<file path="config.mk">
export PLATFORM = sky130hd
export DESIGN_NAME = multicore_ram_arbiter
export DESIGN_NICKNAME = d
export VERILOG_FILES = /design/src/rtl/multicore_ram_arbiter.sv
export SDC_FILE = /design/constraint.sdc
export NUM_CORES = 1
export LEC_CHECK = 0
export BUFFER_PORTS_ARGS = -buffer_cell sky130_fd_sc_hd__buf_2
export CAP_MARGIN = 20
export CORE_MARGIN = 2
export CORE_UTILIZATION = 40
export DETAILED_ROUTE_END_ITERATION = 8
export PLACE_DENSITY_LB_ADDON = 0.1
export SETUP_SLACK_MARGIN = 0.2
export SYNTH_ARGS = -nofsm -noshare
export SYNTH_HDL_FRONTEND = slang
export SYNTH_SLANG_ARGS = --single-unit
</file>
<file path="constraint.sdc">
create_clock -name CLK -period 3 [get_ports CLK]
set_input_delay 0.45 -clock CLK [delete_from_list [all_inputs] [get_ports CLK]]
set_output_delay 0.45 -clock CLK [all_outputs]
set_load 0.01 [all_outputs]
</file>
<file path="src/rtl/multicore_ram_arbiter.sv">
// Round-robin or fixed-priority arbiter sharing one dual-port RAM among N_CORES cores; write ack at t+1, read ack at t+2+RD_LATENCY.
// Requests are level-held until acked. A core with a read anywhere in the return pipeline is not re-granted until its ack cycle has passed.
module multicore_ram_arbiter #(
    parameter int N_CORES    = 4,
    parameter int DATA_W     = 1,
    parameter int ADDR_W     = 16,
    parameter int RD_LATENCY = 1,
    parameter int FIXED_PRIO = 0
) (
    input  logic                        CLK,
    input  logic                        RST,
    input  logic [N_CORES-1:0]          CORE_WE,
    input  logic [N_CORES-1:0]          CORE_RR,
    input  logic [N_CORES*ADDR_W-1:0]   CORE_ADDR,
    input  logic [N_CORES*DATA_W-1:0]   CORE_WDATA,
    output logic [N_CORES*DATA_W-1:0]   CORE_RDATA,
    output logic [N_CORES-1:0]          CORE_WR_ACK,
    output logic [N_CORES-1:0]          CORE_RD_ACK,
    output logic                        RAM_WE,
    output logic [ADDR_W-1:0]           RAM_WADDR,
    output logic [DATA_W-1:0]           RAM_WDATA,
    output logic                        RAM_RE,
    output logic [ADDR_W-1:0]           RAM_RADDR,
    input  logic [DATA_W-1:0]           RAM_RDATA
);

    localparam int IDX_W = $clog2(N_CORES);
    localparam int DEPTH = RD_LATENCY + 1;

    // First pass honours the round-robin pointer; second pass wraps around.
    function automatic logic [IDX_W:0] pick(input logic [N_CORES-1:0] elig,
                                            input logic [IDX_W-1:0]   ptr);
        logic             found;
        logic [IDX_W-1:0] idx;
        found = 1'b0;
        idx   = '0;
        for (int c = 0; c < N_CORES; c++) begin
            if (!found && elig[c] && (FIXED_PRIO != 0 || IDX_W'(c) >= ptr)) begin
                found = 1'b1;
                idx   = IDX_W'(c);
            end
        end
        for (int c = 0; c < N_CORES; c++) begin
            if (!found && elig[c]) begin
                found = 1'b1;
                idx   = IDX_W'(c);
            end
        end
        return {found, idx};
    endfunction

    function automatic logic [IDX_W-1:0] next_ptr(input logic [IDX_W-1:0] idx);
        return (idx == IDX_W'(N_CORES - 1)) ? '0 : idx + 1'b1;
    endfunction

    logic [IDX_W-1:0]          wr_ptr_q, wr_ptr_d, rd_ptr_q, rd_ptr_d;
    logic [N_CORES-1:0]        wr_ack_q, wr_ack_d, rd_ack_q, rd_ack_d;
    logic                      ram_we_q, ram_we_d, ram_re_q, ram_re_d;
    logic [ADDR_W-1:0]         waddr_q, waddr_d, raddr_q, raddr_d;
    logic [DATA_W-1:0]         wdata_q, wdata_d;
    logic [N_CORES*DATA_W-1:0] rdata_q, rdata_d;
    logic [DEPTH-1:0]          rd_vld_q, rd_vld_d;
    logic [IDX_W-1:0]          rd_idx_q [DEPTH];
    logic [IDX_W-1:0]          rd_idx_d [DEPTH];

    logic [N_CORES-1:0] wr_elig, rd_elig, rd_busy;
    logic               wr_gnt_vld, rd_gnt_vld;
    logic [IDX_W-1:0]   wr_gnt_idx, rd_gnt_idx;

    always_comb begin
        wr_elig = CORE_WE & ~wr_ack_q;
        rd_busy = rd_ack_q;
        for (int s = 0; s < DEPTH; s++) begin
            if (rd_vld_q[s]) rd_busy[rd_idx_q[s]] = 1'b1;
        end
        rd_elig = CORE_RR & ~rd_busy;
        {wr_gnt_vld, wr_gnt_idx} = pick(wr_elig, wr_ptr_q);
        {rd_gnt_vld, rd_gnt_idx} = pick(rd_elig, rd_ptr_q);
    end

    always_comb begin
        wr_ptr_d = wr_ptr_q;
        wr_ack_d = '0;
        ram_we_d = wr_gnt_vld;
        waddr_d  = waddr_q;
        wdata_d  = wdata_q;
        if (wr_gnt_vld) begin
            wr_ack_d[wr_gnt_idx] = 1'b1;
            waddr_d  = CORE_ADDR[int'(wr_gnt_idx)*ADDR_W +: ADDR_W];
            wdata_d  = CORE_WDATA[int'(wr_gnt_idx)*DATA_W +: DATA_W];
            wr_ptr_d = next_ptr(wr_gnt_idx);
        end

        rd_ptr_d = rd_ptr_q;
        ram_re_d = rd_gnt_vld;
        raddr_d  = raddr_q;
        if (rd_gnt_vld) begin
            raddr_d  = CORE_ADDR[int'(rd_gnt_idx)*ADDR_W +: ADDR_W];
            rd_ptr_d = next_ptr(rd_gnt_idx);
        end

        // Stage s carries a grant made s+1 cycles ago; the last stage meets RAM_RDATA.
        rd_vld_d    = {rd_vld_q[DEPTH-2:0], rd_gnt_vld};
        rd_idx_d[0] = rd_gnt_idx;
        for (int s = 1; s < DEPTH; s++) rd_idx_d[s] = rd_idx_q[s-1];

        rd_ack_d = '0;
        rdata_d  = rdata_q;
        if (rd_vld_q[DEPTH-1]) begin
            rd_ack_d[rd_idx_q[DEPTH-1]] = 1'b1;
            rdata_d[int'(rd_idx_q[DEPTH-1])*DATA_W +: DATA_W] = RAM_RDATA;
        end
    end

    always_ff @(posedge CLK) begin
        if (RST) begin
            wr_ptr_q <= '0;
            rd_ptr_q <= '0;
            wr_ack_q <= '0;
            rd_ack_q <= '0;
            ram_we_q <= 1'b0;
            ram_re_q <= 1'b0;
            waddr_q  <= '0;
            raddr_q  <= '0;
            wdata_q  <= '0;
            rdata_q  <= '0;
            rd_vld_q <= '0;
            for (int s = 0; s < DEPTH; s++) rd_idx_q[s] <= '0;
        end else begin
            wr_ptr_q <= wr_ptr_d;
            rd_ptr_q <= rd_ptr_d;
            wr_ack_q <= wr_ack_d;
            rd_ack_q <= rd_ack_d;
            ram_we_q <= ram_we_d;
            ram_re_q <= ram_re_d;
            waddr_q  <= waddr_d;
            raddr_q  <= raddr_d;
            wdata_q  <= wdata_d;
            rdata_q  <= rdata_d;
            rd_vld_q <= rd_vld_d;
            for (int s = 0; s < DEPTH; s++) rd_idx_q[s] <= rd_idx_d[s];
        end
    end

    assign CORE_RDATA  = rdata_q;
    assign CORE_WR_ACK = wr_ack_q;
    assign CORE_RD_ACK = rd_ack_q;
    assign RAM_WE      = ram_we_q;
    assign RAM_WADDR   = waddr_q;
    assign RAM_WDATA   = wdata_q;
    assign RAM_RE      = ram_re_q;
    assign RAM_RADDR   = raddr_q;

endmodule

</file>
# Yosys cells after proc, flatten, opt, wreduce, memory -nomap -nowiden
# Memories as Yosys holds them, arrays and structs flattened.
# Index checks and enable logic that the tools add are counted.
[op_classes] n_addsub=3 n_lt_le_gt_ge=14 eq_ne=2 shifts=5 muxes=46 bitwise_logic=10 reduce_logical=41
[op_table] operator="$shiftx 64x7->16" n=2
[op_table] operator="$neg 2->33" n=1
[op_table] operator="$shift 1x33->4 const A" n=1
[op_table] operator="$shiftx 1x33->4" n=1
[op_table] operator="$mux 2" n=16
[op_table] operator="$logic_and 1x1->1" n=25
[op_table] operator="$mux 1" n=24
[op_table] operator="$logic_not 1->1" n=14
[op_table] operator="$lt 2x3->1 const B" n=3
[op_table] operator="$and 4x4->4" n=2
[op_table] operator="$ge 1x2->1 const A" n=4
[op_table] operator="$ge 2x2->1 const A" n=4
[op_table] operator="$mux 4" n=2
[op_table] operator="$not 4->4" n=2
[op_table] operator="$or 4x4->4" n=2
[op_table] operator="$demux 1 s2" n=3
[op_table] operator="$ge 2x1->1 const B" n=3
[op_table] operator="$add 2x1->2 const B" n=2
[op_table] operator="$bwmux 4" n=1
[op_table] operator="$eq 2x2->1 const B" n=2
[op_table] operator="$reduce_or 2->1" n=2
[op_table] operator="$shiftx 4x3->1" n=1
[op_table] operator="$not 1->1" n=2
[op_table] operator="$or 1x1->1" n=2
[totals] reg_bits=53 ramBits=4 out_inout_bits=47 elab_cells=133 mem_count=1
[memory_table] memory="rd_idx_q" depth=2 word_bits=2 rd=2 rd_clocked_by_memory_dff=0 wr=2 line="63" rtl="logic [IDX_W-1:0] rd_idx_q [DEPTH];"

# Depth between registers and ports, before layout
# An unclocked memory read counts as a cell.
[logic_depth] word_depth=39 ltp_mapped=10

# Least setup slack after synthesis
# Ideal clock, no wire load.
[synth_timing] path_kind="reg-to-reg" start="mem rd_idx_q[0][2] (netlist name)" end="reg raddr_q[1] (netlist: RAM_RADDR[1])" setup_time_ns=0.080 arrival_time_ns=2.106 required_ns=2.920 path_slack_ns=0.814 path_stages_with_launch=10 n_path_buf=1 path_cell_list="dfxtp_1 > inv_1 > ha_1 > and2_1 > o22ai_1 > nand4_1 > clkbuf_1 > a2111oi_0 > mux2i_1 > o211ai_1"
[synth_rtl] item="start, declared" line="63"
[synth_rtl] item="end signal, assigned" line="137" rtl="raddr_q <= raddr_d;"
[synth_rtl] item="end, declared" line="59" rtl="logic [ADDR_W-1:0] waddr_q, waddr_d, raddr_q, raddr_d;"

==> run_results.csv <==
group,metric,value,unit
hold_path,worst_hold_path.num_cells,3,
synth,synth_cell_types,44,
floorplanning,coreArea,9240,um2
clock_network,cts-buffers-inserted,5,
placed_design,dp_hpwl,8690,um
synth,synth_top_family_by_area,"compound AO/OA/AOI/OAI gates",
clock_network,cts-root-buf,"clkbuf_8",
hold_path,worstHoldStart,"CORE_WDATA[2]",
clock_network,clkSinkCount,56,
critical_path,r2r-end,"RAM_RADDR[3]",
routing,wl_met2,5630,um
routing,initialDrtViolationCount,197,
finish,nFillCells,913,
floorplanning,start_util,41.1,%
sta,skew,0.00698,ns
finish,layout.cells.most_common,"buf_2",
synth,synth.avg_cell_area,8.30,um2
synth,synth_fp_nets,548,
clock_network,cts_tree,"yes",
synth,syn_area,3790,um2
floorplanning,pin_count,126,
routing,antenna_left,0,
job,drv_cap,0,
sta,fmax,0.385,GHz
critical_path,worst-setup-path-type,"reg2reg",
clock_network,cts_buffer_depth,2,
floorplanning,row_count,35,
grt,grt_pass1_vias,3608,
clock_network,hold_buffers,0,
sta,final_max_slew_viol_count,0,
critical_path,rrSetupSlack,0.40,ns
synth,synth_simple_gate_area_share,20.8,%
sta,rsz0062_at_grt,"false",
routing,dr.pass1.iters,6,
critical_path,start_kind,"register",
routing,viasPerCell,5.62,
synth,synthXorXnorAreaFrac,0,%
finish,multi_input_area,2390,um2
clock_network,clk_pin_slew,0.10,ns
synth,synth_area_leaders,"dfxtp_1 (30%), mux2i_1 (13%), a2111oi_0 (6.9%), o211ai_1 (4.7%), ha_1 (4.0%)",
hold_path,hp-class,"in2reg",
critical_path,cp-end-kind,"register",
pwr,peakVddDrop,0.000291,V
routing,num_vias,3960,
sta,setup_tns,0,ns
finish,regArea,1120,um2
run_status,outcome,"finished clean",
synth,synth_top_area_share,29.5,%
critical_path,reg2reg_depth,9,
routing,routed_wl,12100,um
critical_path,arrival,2.84,ns
sta,fin_crit,2.60,ns
critical_path,crit_start,"rd_idx_q[0][2]",
synth,synth_fa_ha_area_share,3.96,%
grt,grt_max_degree,35,
finish,final_cells,705,
routing,routed-wl-met3,1070,um
synth,synth_top_cell_by_area,"dfxtp_1",
grt,antenna_found_initial,2,
grt,grt_overflow,0,
critical_path,r2r_start,"rd_idx_q[0][2]",
pwr,p_leak,2.26,nW
synth,yosysWarnings,0,
hold_path,min_to,"RAM_WDATA",
routing,route.detailed.drc,0,
sta,setup_viol,0,
clock_network,insertion_delay,0.32,ns
sta,finalCritPeriodShare,86.6,%
critical_path,critPathRequiredTime,3.25,ns
clock_network,h-tree-depth,2,
synth,ys_seq_area_share,29.5,%
synth,synth_compound_gate_area_share,24.6,%
finish,final_cell_mix,"buf_2 (125), dfxtp_1 (56), mux2i_1 (49)",
sta,maxSlewHeadroom,50.0,%
synth,syn_inst,457,
sta,tightest_slew,0.747,ns
synth,synth_mux_area_share,12.9,%
pwr,power.density,690,nW/um2
placed_design,place_congestion,0.862,
finish,nets,665,
floorplanning,die_h,101,um
routing,wl_per_cell,17.2,um
placed_design,placed_cells,695,
finish,drive_gt1_share,29.4,%
routing,top_layer,"met5",
floorplanning,die_width,101,um
routing,wl_met1,5290,um
placed_design,portBuffers,125,
critical_path,cp_max_fo,32,
grt,grt_usage,23.0,%
sta,hold_viol_final,0,
grt,grt_pass1_wl,18700,um
floorplanning,dieArea,10300,um2
synth,ys_ff_latch,56,
finish,area_growth_syn_to_layout,23.5,%
==> critical path, cell delays in order (launching register included) <==
cell       delay [ns]
dfxtp_1          0.49
inv_1            0.15
ha_1             0.31
and2_1           0.21
o22ai_1          0.22
nand4_1          0.13
buf_4            0.27
a2111oi_0        0.51
mux2i_1          0.13
o211ai_1         0.09
==> synth_stat cells <==
| master | n |
|---|---|
| o31ai_1 | 2 |
| a21boi_0 | 3 |
| clkbuf_1 | 29 |
| and3_1 | 23 |
| mux2i_1 | 49 |
| nand3_1 | 5 |
| nor4_1 | 2 |
| nor4bb_1 | 2 |
| nand2_1 | 31 |
| a211oi_1 | 2 |
| nand3b_1 | 3 |
| inv_1 | 36 |
| a2111oi_0 | 30 |
| o22ai_1 | 3 |
| o211ai_2 | 10 |
| clkbuf_8 | 1 |
| dfxtp_1 | 56 |
| nand4_1 | 22 |
| buf_2 | 1 |
| nor3b_1 | 1 |
| a21oi_1 | 24 |
| or3b_1 | 1 |
| nor2_1 | 13 |
| nor3_1 | 6 |
| buf_12 | 1 |
| or3b_2 | 1 |
| a31oi_1 | 2 |
| o211ai_1 | 24 |
| and3b_1 | 1 |
| nor4b_1 | 1 |
| and4_4 | 1 |
| o311ai_1 | 1 |
| ha_1 | 12 |
| buf_8 | 1 |
| nor2b_1 | 8 |
| a21oi_4 | 1 |
| or2_4 | 1 |
| o21ai_1 | 4 |
| o21ai_0 | 20 |
| a21o_1 | 1 |
| nand2b_1 | 11 |
| o21bai_1 | 1 |
| and2_1 | 8 |
| buf_4 | 2 |
==> metal layers <==
layer / track usage [%] / vias to the layer above
met4: 5.41 / 2
met1: 30.8 / 1844
met2: 37.9 / 168
met3: 5.24 / 11
met5: 0 / -
li1: - / 1935
==> final cells by class <==
cell class	count	area share, %
Timing Repair Buffer	145	16.7
Antenna cell	1	0.0534
Inverter	36	2.88
Sequential cell	56	23.9
Clock buffer	8	1.92
Multi-Input combinational cell	330	51.1
Tap cell	129	3.44
==> worst max-delay path by stage <==
| stage | to | slack (ns) | cells past startpoint |
|---|---|---|---|
| finish | RAM_RADDR[3] | 0.40 | 9 |
| global route | RAM_RADDR[11] | 0.22 | 9 |
| CTS | RAM_RADDR[9] | 0.26 | 8 |
| detailed placement | RAM_RADDR[10] | 0.27 | 8 |
| global placement | RAM_RADDR[10] | 0.41 | 8 |
| floorplan | RAM_RADDR[1] | 0.81 | 9 |
==> through the flow <==
stage | worst slack, ns | utilization (%) | power (mW) | area [um2] | hold WS [ns]
2_1_floorplan | 0.814 | - | 2.21 | 3790 | 0.470
3_3_place_gp | 0.413 | 49.5 | 2.76 | 4580 | 0.435
3_5_place_dp | 0.273 | 49.5 | 2.78 | 4580 | 0.442
4_1_cts | 0.262 | 50.5 | 3.24 | 4670 | 0.429
5_1_grt | 0.224 | 50.7 | 3.46 | 4680 | 0.443
6_report | 0.402 | 50.7 | 3.24 | 4690 | 0.437
==> kinds of logic (layout without fill, tap and decap cells) <==
kind of cell	after synthesis	count (layout)
adder cells (fa/ha/maj)	12	12
multiplexers	49	49
AND/OR/NAND/NOR	141	141
AO/OA/AOI/OAI	128	128
other	0	1
buffers and inverters	71	189
flip-flops	56	56
==> flip-flops by register name, summed over array words and instances, names as in the netlist <==
signal and cells:
CORE_RDATA 4, CORE_RD_ACK 4, CORE_WR_ACK 4, RAM_RADDR 16, RAM_WADDR 16, RAM_WDATA 1, RAM_WE 1, rd_idx_q 4
rd_ptr_q 2, rd_vld_q 2, wr_ptr_q 2
==> timing repair <==
| action | CTS | global route |
|---|---|---|
| gates resized for setup | 0 | 2 |
| setup endpoints to repair | 0 | 2 |
| buffers inserted | 0 | 0 |
==> power by group <==
| part | switching [mW] | internal, mW |
|---|---|---|
| combinational | 0.948 | 0.706 |
| clock | 0.263 | 0.190 |
| sequential | 0.162 | 0.967 |
Note: power is estimated with default switching activity, not from simulation.
